File: config.mk
export PLATFORM = sky130hd
export DESIGN_NAME = cordic_arbiter
export DESIGN_NICKNAME = d
export VERILOG_FILES = /design/src/rtl/cordic_arbiter.sv
export SDC_FILE = /design/constraint.sdc
export NUM_CORES = 1
export LEC_CHECK = 0
export ABC_CLOCK_PERIOD_IN_PS = 3900
export CAP_MARGIN = 5
export CORE_ASPECT_RATIO = 1.4
export CORE_MARGIN = 3
export CORE_UTILIZATION = 42
export CTS_CLUSTER_DIAMETER = 200
export DETAILED_ROUTE_END_ITERATION = 16
export PLACE_DENSITY = 0.95
export SKIP_LAST_GASP = 1
export SYNTH_ARGS = -nofsm -noshare
export SYNTH_HDL_FRONTEND = slang
export SYNTH_SLANG_ARGS = --single-unit
File: constraint.sdc
create_clock -name clk -period 3.9 [get_ports clk]
set_input_delay 1.17 -clock clk [delete_from_list [all_inputs] [get_ports clk]]
set_output_delay 1.17 -clock clk [all_outputs]
set_load 0.01 [all_outputs]
File: src/rtl/cordic_arbiter.sv
`default_nettype none
// ============================================================================
// Module      : cordic_arbiter
// Description : Round-robin arbiter sharing one CORDIC sine/cosine core
//               between two requesters, with a watchdog on the core.
// Revision    : 1.0 - initial release
// ============================================================================
module cordic_arbiter #(
  parameter int W       = 18,
  parameter int TIMEOUT = 32
) (
  input  logic         clk,
  input  logic         rst_n,
  input  logic [1:0]   req_valid,
  input  logic [W-1:0] req_angle0,
  input  logic [W-1:0] req_angle1,
  output logic [1:0]   req_ready,
  output logic         res_valid,
  input  logic         res_ready,
  output logic         res_id,
  output logic [W-1:0] res_cos,
  output logic [W-1:0] res_sin,
  output logic         res_timeout,
  output logic         busy,
  output logic         cordic_init,
  output logic [W-1:0] cordic_angle,
  input  logic         cordic_done,
  input  logic [W-1:0] cordic_cos,
  input  logic [W-1:0] cordic_sin
);

  localparam int                 C_CNT_W    = $clog2(TIMEOUT + 1);
  localparam logic [C_CNT_W-1:0] C_CNT_LAST = C_CNT_W'(TIMEOUT - 1);

  typedef enum logic [1:0] {
    S_IDLE  = 2'd0,
    S_ISSUE = 2'd1,
    S_WAIT  = 2'd2,
    S_RESP  = 2'd3
  } state_t;

  state_t              r_state;
  state_t              w_state_nxt;
  logic                r_prio;
  logic [C_CNT_W-1:0]  r_cnt;
  logic                w_grant_id;
  logic                w_accept;
  logic                w_done_hit;
  logic                w_timeout_hit;

  // r_prio names the requester that wins when both are valid
  always_comb begin
    w_grant_id = 1'b0;
    case (req_valid)
      2'b01:   w_grant_id = 1'b0;
      2'b10:   w_grant_id = 1'b1;
      2'b11:   w_grant_id = r_prio;
      default: w_grant_id = 1'b0;
    endcase
  end

  assign w_accept      = (r_state == S_IDLE) && (|req_valid);
  assign req_ready     = w_accept ? (w_grant_id ? 2'b10 : 2'b01) : 2'b00;
  assign w_done_hit    = (r_state == S_WAIT) && cordic_done;
  assign w_timeout_hit = (r_state == S_WAIT) && !cordic_done && (r_cnt == C_CNT_LAST);

  always_ff @(posedge clk or negedge rst_n) begin
    if (!rst_n) begin
      r_state <= S_IDLE;
    end else begin
      r_state <= w_state_nxt;
    end
  end

  always_comb begin
    w_state_nxt = r_state;
    cordic_init = 1'b0;
    res_valid   = 1'b0;
    busy        = 1'b1;
    case (r_state)
      S_IDLE: begin
        busy = 1'b0;
        if (w_accept) begin
          w_state_nxt = S_ISSUE;
        end
      end
      S_ISSUE: begin
        cordic_init = 1'b1;
        w_state_nxt = S_WAIT;
      end
      S_WAIT: begin
        if (w_done_hit || w_timeout_hit) begin
          w_state_nxt = S_RESP;
        end
      end
      S_RESP: begin
        res_valid = 1'b1;
        if (res_ready) begin
          w_state_nxt = S_IDLE;
        end
      end
      default: w_state_nxt = S_IDLE;
    endcase
  end

  always_ff @(posedge clk or negedge rst_n) begin
    if (!rst_n) begin
      r_prio       <= 1'b0;
      cordic_angle <= '0;
      res_id       <= 1'b0;
    end else if (w_accept) begin
      r_prio       <= ~w_grant_id;
      cordic_angle <= w_grant_id ? req_angle1 : req_angle0;
      res_id       <= w_grant_id;
    end
  end

  // Counts completed WAIT cycles; the final one either sees done or aborts
  always_ff @(posedge clk or negedge rst_n) begin
    if (!rst_n) begin
      r_cnt <= '0;
    end else if (r_state == S_ISSUE) begin
      r_cnt <= '0;
    end else if ((r_state == S_WAIT) && !w_timeout_hit) begin
      r_cnt <= r_cnt + 1'b1;
    end
  end

  always_ff @(posedge clk or negedge rst_n) begin
    if (!rst_n) begin
      res_cos     <= '0;
      res_sin     <= '0;
      res_timeout <= 1'b0;
    end else if (w_done_hit) begin
      res_cos     <= cordic_cos;
      res_sin     <= cordic_sin;
      res_timeout <= 1'b0;
    end else if (w_timeout_hit) begin
      res_cos     <= '0;
      res_sin     <= '0;
      res_timeout <= 1'b1;
    end
  end

endmodule
`default_nettype wire

Yosys cells after proc, flatten, opt, wreduce, memory -nomap -nowiden --
Cells that the tools add are included.
Cells by class: add/subtract/negate cells 1, multiply operators 0, div/mod/pow operators 0, magnitude comparators 0, eq/ne operators 9, shifts and indexed selects 0, muxes and demuxes 18, bitwise gates (word level) 1, reductions and logical operators 13
Operator list (number):
- $mux W18 | 4
- $mux W6 | 2
- $mux W2 | 5
- $eq A2 B2 Y1 const B | 4
- $pmux W2 S4 | 1
- $add A6 B1 Y6 const B | 1
- $eq A6 B5 Y1 const B | 1
- $ne A2 B2 Y1 const B | 3
- $logic_and A1 B1 Y1 | 5
- $mux W1 | 5
- $reduce_bool A2 Y1 | 2
- $reduce_and A3 Y1 | 1
- $eq A2 B1 Y1 const B | 1
- $logic_not A1 Y1 | 2
- $logic_not A2 Y1 | 1
- $pmux W1 S2 | 1
- $reduce_or A2 Y1 | 1
- $logic_or A1 B1 Y1 | 1
- $not A1 Y1 | 1
Storage, ports and cells: register bits 65, latch bits 0, bits in writable memories 0, ROM bits 0, input port bits 78, output and inout bits 61, logic and storage cells 50, memories 0

Longest topological paths before layout --
Gate-level depths: netlist of run 1.
word-level depth 7, mapped depth 7, depth with buffers taken out 6

Worst setup path after synthesis of run 1 --
OpenSTA, ideal clock, no wires.
path kind input to output, start input port req_valid[0], end output port req_ready[0], data arrival time 1658 ps, path slack 1072 ps, stages 3, buffers on the path 1, path through nand2_1 -> a21oi_1 -> clkbuf_1
On the way: word-level cells in the longest chain between the ends 4, elaborated cells on any way between the ends 7, those cells by class eq/ne: 2; mux: 3; reduce/logical: 2
RTL lines:
- from (decl) | line 14 | input logic [1:0] req_valid,
- $eq A2 B2 Y1 | line 54 | case (req_valid)
- $pmux W1 S2 | line 54
- $mux W2 | line 63 | assign req_ready = w_accept ? (w_grant_id ? 2'b10 : 2'b01) : 2'b00;
- $mux W2 * | line 63
- to (decl) | line 17 | output logic [1:0] req_ready,
Mark *: on every way between the ends. The rest lies on a longest branch, timed or not.

Worst setup path after layout of run 1 --
Ends and elaborated chain as after synthesis.

==> results of run 1 <==
cells by family (layout without fill, tap and decap cells):
| logic type | count (synthesis) | after routing | synth area share, % |
|---|---|---|---|
| xor+xnor | 1 | 1 | 0.333 |
| mux | 2 | 2 | 0.952 |
| simple gates | 16 | 16 | 4.00 |
| buf+inv | 38 | 184 | 5.81 |
| flops | 65 | 65 | 61.9 |
| compound gates | 73 | 73 | 24.6 |
| fa+ha+maj | 5 | 5 | 2.38 |
flip-flops by register name, indices dropped and copies added, names as in the netlist:
name / flops
res_timeout: 1
r_state: 2
cordic_angle: 18
res_id: 1
r_prio: 1
res_sin: 18
r_cnt: 6
res_cos: 18
routing by layer:
metal / GRT usage [%] / share of wire, % / up-vias
li1: - / - / 1039
met1: 24.7 / 38 / 1105
met2: 36.2 / 52 / 121
met3: 7.08 / 7.6 / 18
met4: 7.67 / 2.1 / 0
met5: 0 / 0 / -
worst register-to-register path, stage by stage (launching register included):
cell and delay (ns):
dfrtp_1 0.40, inv_1 0.11, ha_1 0.40, and2_1 0.29
buf_4 0.36, a22o_1 0.23
cell usage after synthesis (2+ instances only):
library cell / count / area [µm²]
a22o_1: 36 / 315
nor2_1: 5 / 18.8
a21o_1: 2 / 15.0
nand2_1: 2 / 7.51
ha_1: 5 / 62.6
clkbuf_1: 6 / 22.5
a21oi_1: 5 / 25.0
a222oi_1: 18 / 180
buf_2: 8 / 40.0
o21ai_2: 2 / 17.5
inv_1: 24 / 90.1
dfrtp_1: 65 / 1630
o21ai_0: 2 / 10.0
how the worst max path moves through the flow:
stage,from,endpoint,slack [ns],cells after the start
5_1_grt,req_valid[0],req_ready[0],0.12,4
6_report,req_valid[0],req_ready[0],0.15,4
2_1_floorplan,req_valid[0],req_ready[0],1.07,3
3_5_place_dp,req_valid[0],req_ready[0],0.17,4
4_1_cts,req_valid[0],req_ready[0],0.16,4
3_3_place_gp,req_valid[1],req_ready[1],0.21,4
per-stage QoR:
stage	utilization [%]	instances	hold slack (ns)	area, µm²
3_3_place_gp	68.5	400	0.461	4070
3_5_place_dp	68.5	400	0.470	4070
4_1_cts	72.0	416	0.485	4280
5_1_grt	72.0	416	0.516	4280
6_report	72.0	416	0.481	4280
2_1_floorplan	-	200	0.472	2630
final cells by class:
| class | count | share of cell area [%] |
|---|---|---|
| well taps | 70 | 2.05 |
| clock inverters | 2 | 0.818 |
| repair buffers | 144 | 33.2 |
| clock buffers | 14 | 4.03 |
| flip-flops and latches | 65 | 38.0 |
| multi-input cells | 97 | 19.8 |
| inverters | 24 | 2.10 |
power breakdown:
part	switching [mW]	leakage, nW	internal, mW	total, mW
sequential	0.188	0.818	0.974	1.16
combinational	0.627	1.06	0.864	1.49
clock	0.233	0.107	0.347	0.580
==> impl_metrics.json, run 1 <==
{
  "origin_of_the_worst_min_delay_path": "res_id",
  "multi_input_area_um2": 848,
  "setup.worst_path.start_class": "input port",
  "syn-cell-area_mm2": 0.00263,
  "critical_path.endpoint_type": "primary output",
  "globalRouteOverflowTotal": 0,
  "most_frequent_cells_in_the_layout": "clkdlybuf4s50_1 (137), dfrtp_1 (65), a22o_1 (36), inv_1 (24), a222oi_1 (18)",
  "antenna_cells": 0,
  "worst-endpoint-arrival_ns": 2.58,
  "grt_start_max_net_pins": 38,
  "fillCellCount": 407,
  "setup_total_negative_slack_ns": 0,
  "antenna_violations_before_repair": 0,
  "yosysUniqueCellTypes": 33,
  "worstReg2RegEnd": "res_cos[14]",
  "final.period_utilization_pct": 96.1,
  "timing.hold.worst_path_depth": 1,
  "clock_slew_seen_by_the_registers_of_the_worst_setup_and_hold_paths_ns": 0.06,
  "cp_max_fo": 4,
  "post_synthesis_net_count": 283,
  "regToRegStartpoint": "r_state[0]",
  "path_buf_inv": 2,
  "final-hold-violation-count": 0,
  "worst_path_dominant_cell_family": "buffers and inverters",
  "global_route_wire_length_before_repair_um": 11900,
  "r2r_slack_ns": 2.05,
  "clockBufferDepth": 2,
  "initial_core_util_pct": 44.2,
  "clock_tree_root": "clkbuf_8",
  "register_area_mm2": 0.00163,
  "dpl.hpwl_um": 5550,
  "detail-route-antenna-nets": 0,
  "power_per_cell_area_mw_per_mm2": 755,
  "worst_path_max_delay_cell": "clkdlybuf4s50_1",
  "outcome": "finished, final reports clean",
  "port-buffer-count": 138,
  "wl_um": 7460,
  "worst-setup-path-type": "input port to primary output",
  "synth-seq-area-share_pct": 61.9,
  "synthesis.instances": 200,
  "fp-row-count": 33,
  "drv_slew": 0,
  "syn_to_final_growth_pct": 63.0,
  "finClkSkew_ns": 0.00686,
  "synth-main-ff-cell": "dfrtp_1",
  "max_clock_freq_mhz": 267,
  "yosys_register_bits": 65,
  "die-area_mm2": 0.00725,
  "rsz_0062_raised_after_global_routing": "no",
  "power_mw": 3.23,
  "wl_per_cell_um": 17.9,
  "nets": 424,
  "post_drt_via_cell_ratio": 5.49,
  "detail_route.drc_violations": 0,
  "worstPathRequired_ns": 2.73,
  "synth.yosys.warnings": 0,
  "min_path_type": "flop to flop",
  "worst_r2r_path_depth": 5,
  "hold_path_end": "res_id",
  "drt-initial-drc-count": 214,
  "fp.dieH_um": 99.6,
  "cts_made_buffers": 9,
  "final-setup-viol-count": 0,
  "synth_edf_count": 0,
  "drive_gt1_share_pct": 7.80,
  "cts_repair_resizes": 0,
  "worstMarginPinSlew_ns": 0.584,
  "finalCriticalPeriod_ns": 3.75,
  "total_number_of_vias": 2283,
  "synthesis.area_per_instance_um2": 13.1,
  "vdd_ir_drop_max_mv": 0.461,
  "gp_routability_congestion": 0.822,
  "chipWidth_um": 72.8,
  "clk-insertion-delay-late_ns": 0.32,
  "drt_first_pass_iters": 7,
  "tritoncts_num_sinks": 65,
  "post-cts-setup-buffer-count": 0,
  "htreeDepth": 3,
  "cts.hold.buffers_added": 0,
  "groute.usage.overall_pct": 21.3,
  "synth-async-reset-ratio_pct": 100,
  "floorplan.io_pins": 139,
  "timing.critical_path.mode_cell": "clkdlybuf4s50_1",
  "final_critical_path_setup_slack_ns": 0.151,
  "cap_viol_max_count": 0,
  "timing.critical_path.cells": "clkdlybuf4s50_1 -> nand2_1 -> a21oi_1 -> clkdlybuf4s50_1",
  "max_stage_delay_ns": 0.58,
  "tritoncts": "yes",
  "maxSlewHeadroom_pct": 60.5,
  "layout.cells.most_common": "clkdlybuf4s50_1",
  "vias_in_the_first_global_route": 2466,
  "power.leakage_nw": 1.99,
  "core-area_mm2": 0.00595,
  "dpl_worst_slack_ns": 0.168
}
Note: power is estimated with default switching activity, not from simulation.
==> inputs of run 2 (changes only) <==
--- a/config.mk
+++ b/config.mk
@@ -8,11 +8,10 @@
 export ABC_CLOCK_PERIOD_IN_PS = 3900
 export CAP_MARGIN = 5
 export CORE_ASPECT_RATIO = 1.4
-export CORE_MARGIN = 3
 export CORE_UTILIZATION = 42
 export CTS_CLUSTER_DIAMETER = 200
 export DETAILED_ROUTE_END_ITERATION = 16
-export PLACE_DENSITY = 0.95
+export PLACE_DENSITY_LB_ADDON = 0.05
 export SKIP_LAST_GASP = 1
 export SYNTH_ARGS = -nofsm -noshare
 export SYNTH_HDL_FRONTEND = slang
==> run 2 against run 1 <==
Net effect:
- hold slack improved by 0.0038 ns
- setup slack improved by 0.091 ns
- non-clock buffer count increased by 1
- wire length decreased by 5.2%
- count of clock-buffer cells in the layout decreased by 2
- flip-flop and latch count unchanged
- sequential share of layout area increased by 0.16 points
- highest routed layer unchanged
==> impl_metrics.json, run 2 (synthesis gave the netlist of run 1 again) <==
{
  "power_per_cell_area_mw_per_mm2": 740,
  "met3_length_um": 466,
  "post-cts-setup-buffer-count": 0,
  "max_clock_freq_mhz": 273,
  "finClkSkew_ns": 0.0140,
  "grt_start_max_net_pins": 35,
  "final-setup-viol-count": 0,
  "rsz_0062_raised_after_global_routing": "no",
  "dpl.hpwl_um": 4990,
  "drt-initial-drc-count": 207,
  "antenna_cells": 0,
  "timing.critical_path.mode_cell": "clkdlybuf4s50_1",
  "worstMarginPinSlew_ns": 0.733,
  "drv_slew": 0,
  "fp-row-count": 33,
  "port-buffer-count": 138,
  "timing.critical_path.cells": "clkdlybuf4s50_1 -> nand2_1 -> a21oi_1 -> clkdlybuf4s50_1",
  "cts_made_buffers": 9,
  "detail_route.drc_violations": 0,
  "worst-setup-path-type": "input port to primary output",
  "chipWidth_um": 68.8,
  "detail-route-antenna-nets": 0,
  "die-area_mm2": 0.00658,
  "cp_max_fo": 4,
  "reg.largest.list": "cordic_angle (18), res_cos (18), res_sin (18)",
  "tritoncts": "yes",
  "clock_slew_seen_by_the_registers_of_the_worst_setup_and_hold_paths_ns": 0.07,
  "clock_tree_root": "clkbuf_8",
  "cap_viol_max_count": 0,
  "floorplan.io_pins": 139,
  "total_number_of_vias": 2273,
  "whs_ns": 0.485,
  "htreeDepth": 3,
  "layout.cells.most_common": "clkdlybuf4s50_1",
  "worstPathRequired_ns": 2.73,
  "drive_gt1_share_pct": 8.36,
  "antenna_violations_before_repair": 0,
  "tritoncts_num_sinks": 65,
  "worst_path_max_delay_cell": "clkdlybuf4s50_1",
  "setup.worst_path.start_class": "input port",
  "met2WireLength_um": 3550,
  "cts_repair_resizes": 0,
  "clk-insertion-delay-late_ns": 0.34,
  "core-area_mm2": 0.00595,
  "outcome": "finished, final reports clean",
  "worst-endpoint-arrival_ns": 2.49,
  "final-hold-violation-count": 0,
  "final_critical_path_setup_slack_ns": 0.242,
  "initial_core_util_pct": 44.2,
  "wl_um": 7070,
  "path_buf_inv": 2,
  "post_drt_via_cell_ratio": 5.45,
  "global_route_wire_length_before_repair_um": 10400,
  "dpl_worst_slack_ns": 0.236,
  "cts.hold.buffers_added": 0,
  "clockBufferDepth": 2,
  "syn_to_final_growth_pct": 62.3,
  "vdd_ir_drop_max_mv": 0.401,
  "highest-signal-layer": "met4",
  "routedLengthMet1_um": 2900,
  "critical_path.endpoint_type": "primary output",
  "nets": 425,
  "wl_per_cell_um": 17.0,
  "most_frequent_cells_in_the_layout": "clkdlybuf4s50_1 (137), dfrtp_1 (65), a22o_1 (36), inv_1 (24), a222oi_1 (18)",
  "power.leakage_nw": 1.97,
  "min_path_type": "flop to flop",
  "groute.usage.overall_pct": 22.0,
  "vias_in_the_first_global_route": 2182,
  "worst_path_dominant_cell_family": "buffers and inverters",
  "globalRouteOverflowTotal": 0,
  "max_stage_delay_ns": 0.57,
  "final.period_utilization_pct": 93.8,
  "maxSlewHeadroom_pct": 51.1,
  "finalCriticalPeriod_ns": 3.66,
  "final_util_pct": 71.7,
  "setup_total_negative_slack_ns": 0,
  "drt_first_pass_iters": 6,
  "gp_routability_congestion": 0.790,
  "fp.dieH_um": 95.6,
  "r2r_slack_ns": 2.07,
  "power_mw": 3.16
}
-- run 2: final timing paths --
| kind | from | to | depth (start not counted) |
|---|---|---|---|
| worst max-delay path | req_valid[1] | req_ready[1] | 4 |
| worst min-delay path | res_id | res_id | 1 |
| worst max register to register | r_state[0] | res_sin[13] | 5 |
| worst min register to register | res_id | res_id | 1 |
| max in group asynchronous | rst_n | r_state[1] | 2 |
| min in group asynchronous | rst_n | res_cos[4] | 1 |
-- run 2: per-stage QoR --
stage | cells | instance area [µm²]
2_1_floorplan | 200 | 2630
3_3_place_gp | 401 | 4080
3_5_place_dp | 401 | 4080
4_1_cts | 417 | 4260
5_1_grt | 417 | 4260
6_report | 417 | 4260
-- run 2: power by group --
group | total [mW] | switching (mW) | internal (mW)
logic | 1.48 | 0.614 | 0.864
clock network | 0.522 | 0.258 | 0.264
registers | 1.16 | 0.182 | 0.973
-- run 2: cell type report --
cell class / instances / area (µm²)
clock inverter: 4 / 27.5
inverter: 24 / 90.1
multi-input combinational: 97 / 848
timing repair buffer: 145 / 1430
tap: 70 / 87.6
clock buffer: 12 / 155
fill: 436 / 1680
sequential: 65 / 1630
-- run 2: metal layers --
layer	up-vias	global-route usage (%)
met3	13	7.06
li1	1043	-
met4	0	9.86
met2	94	33.7
met1	1123	28.1
met5	-	0
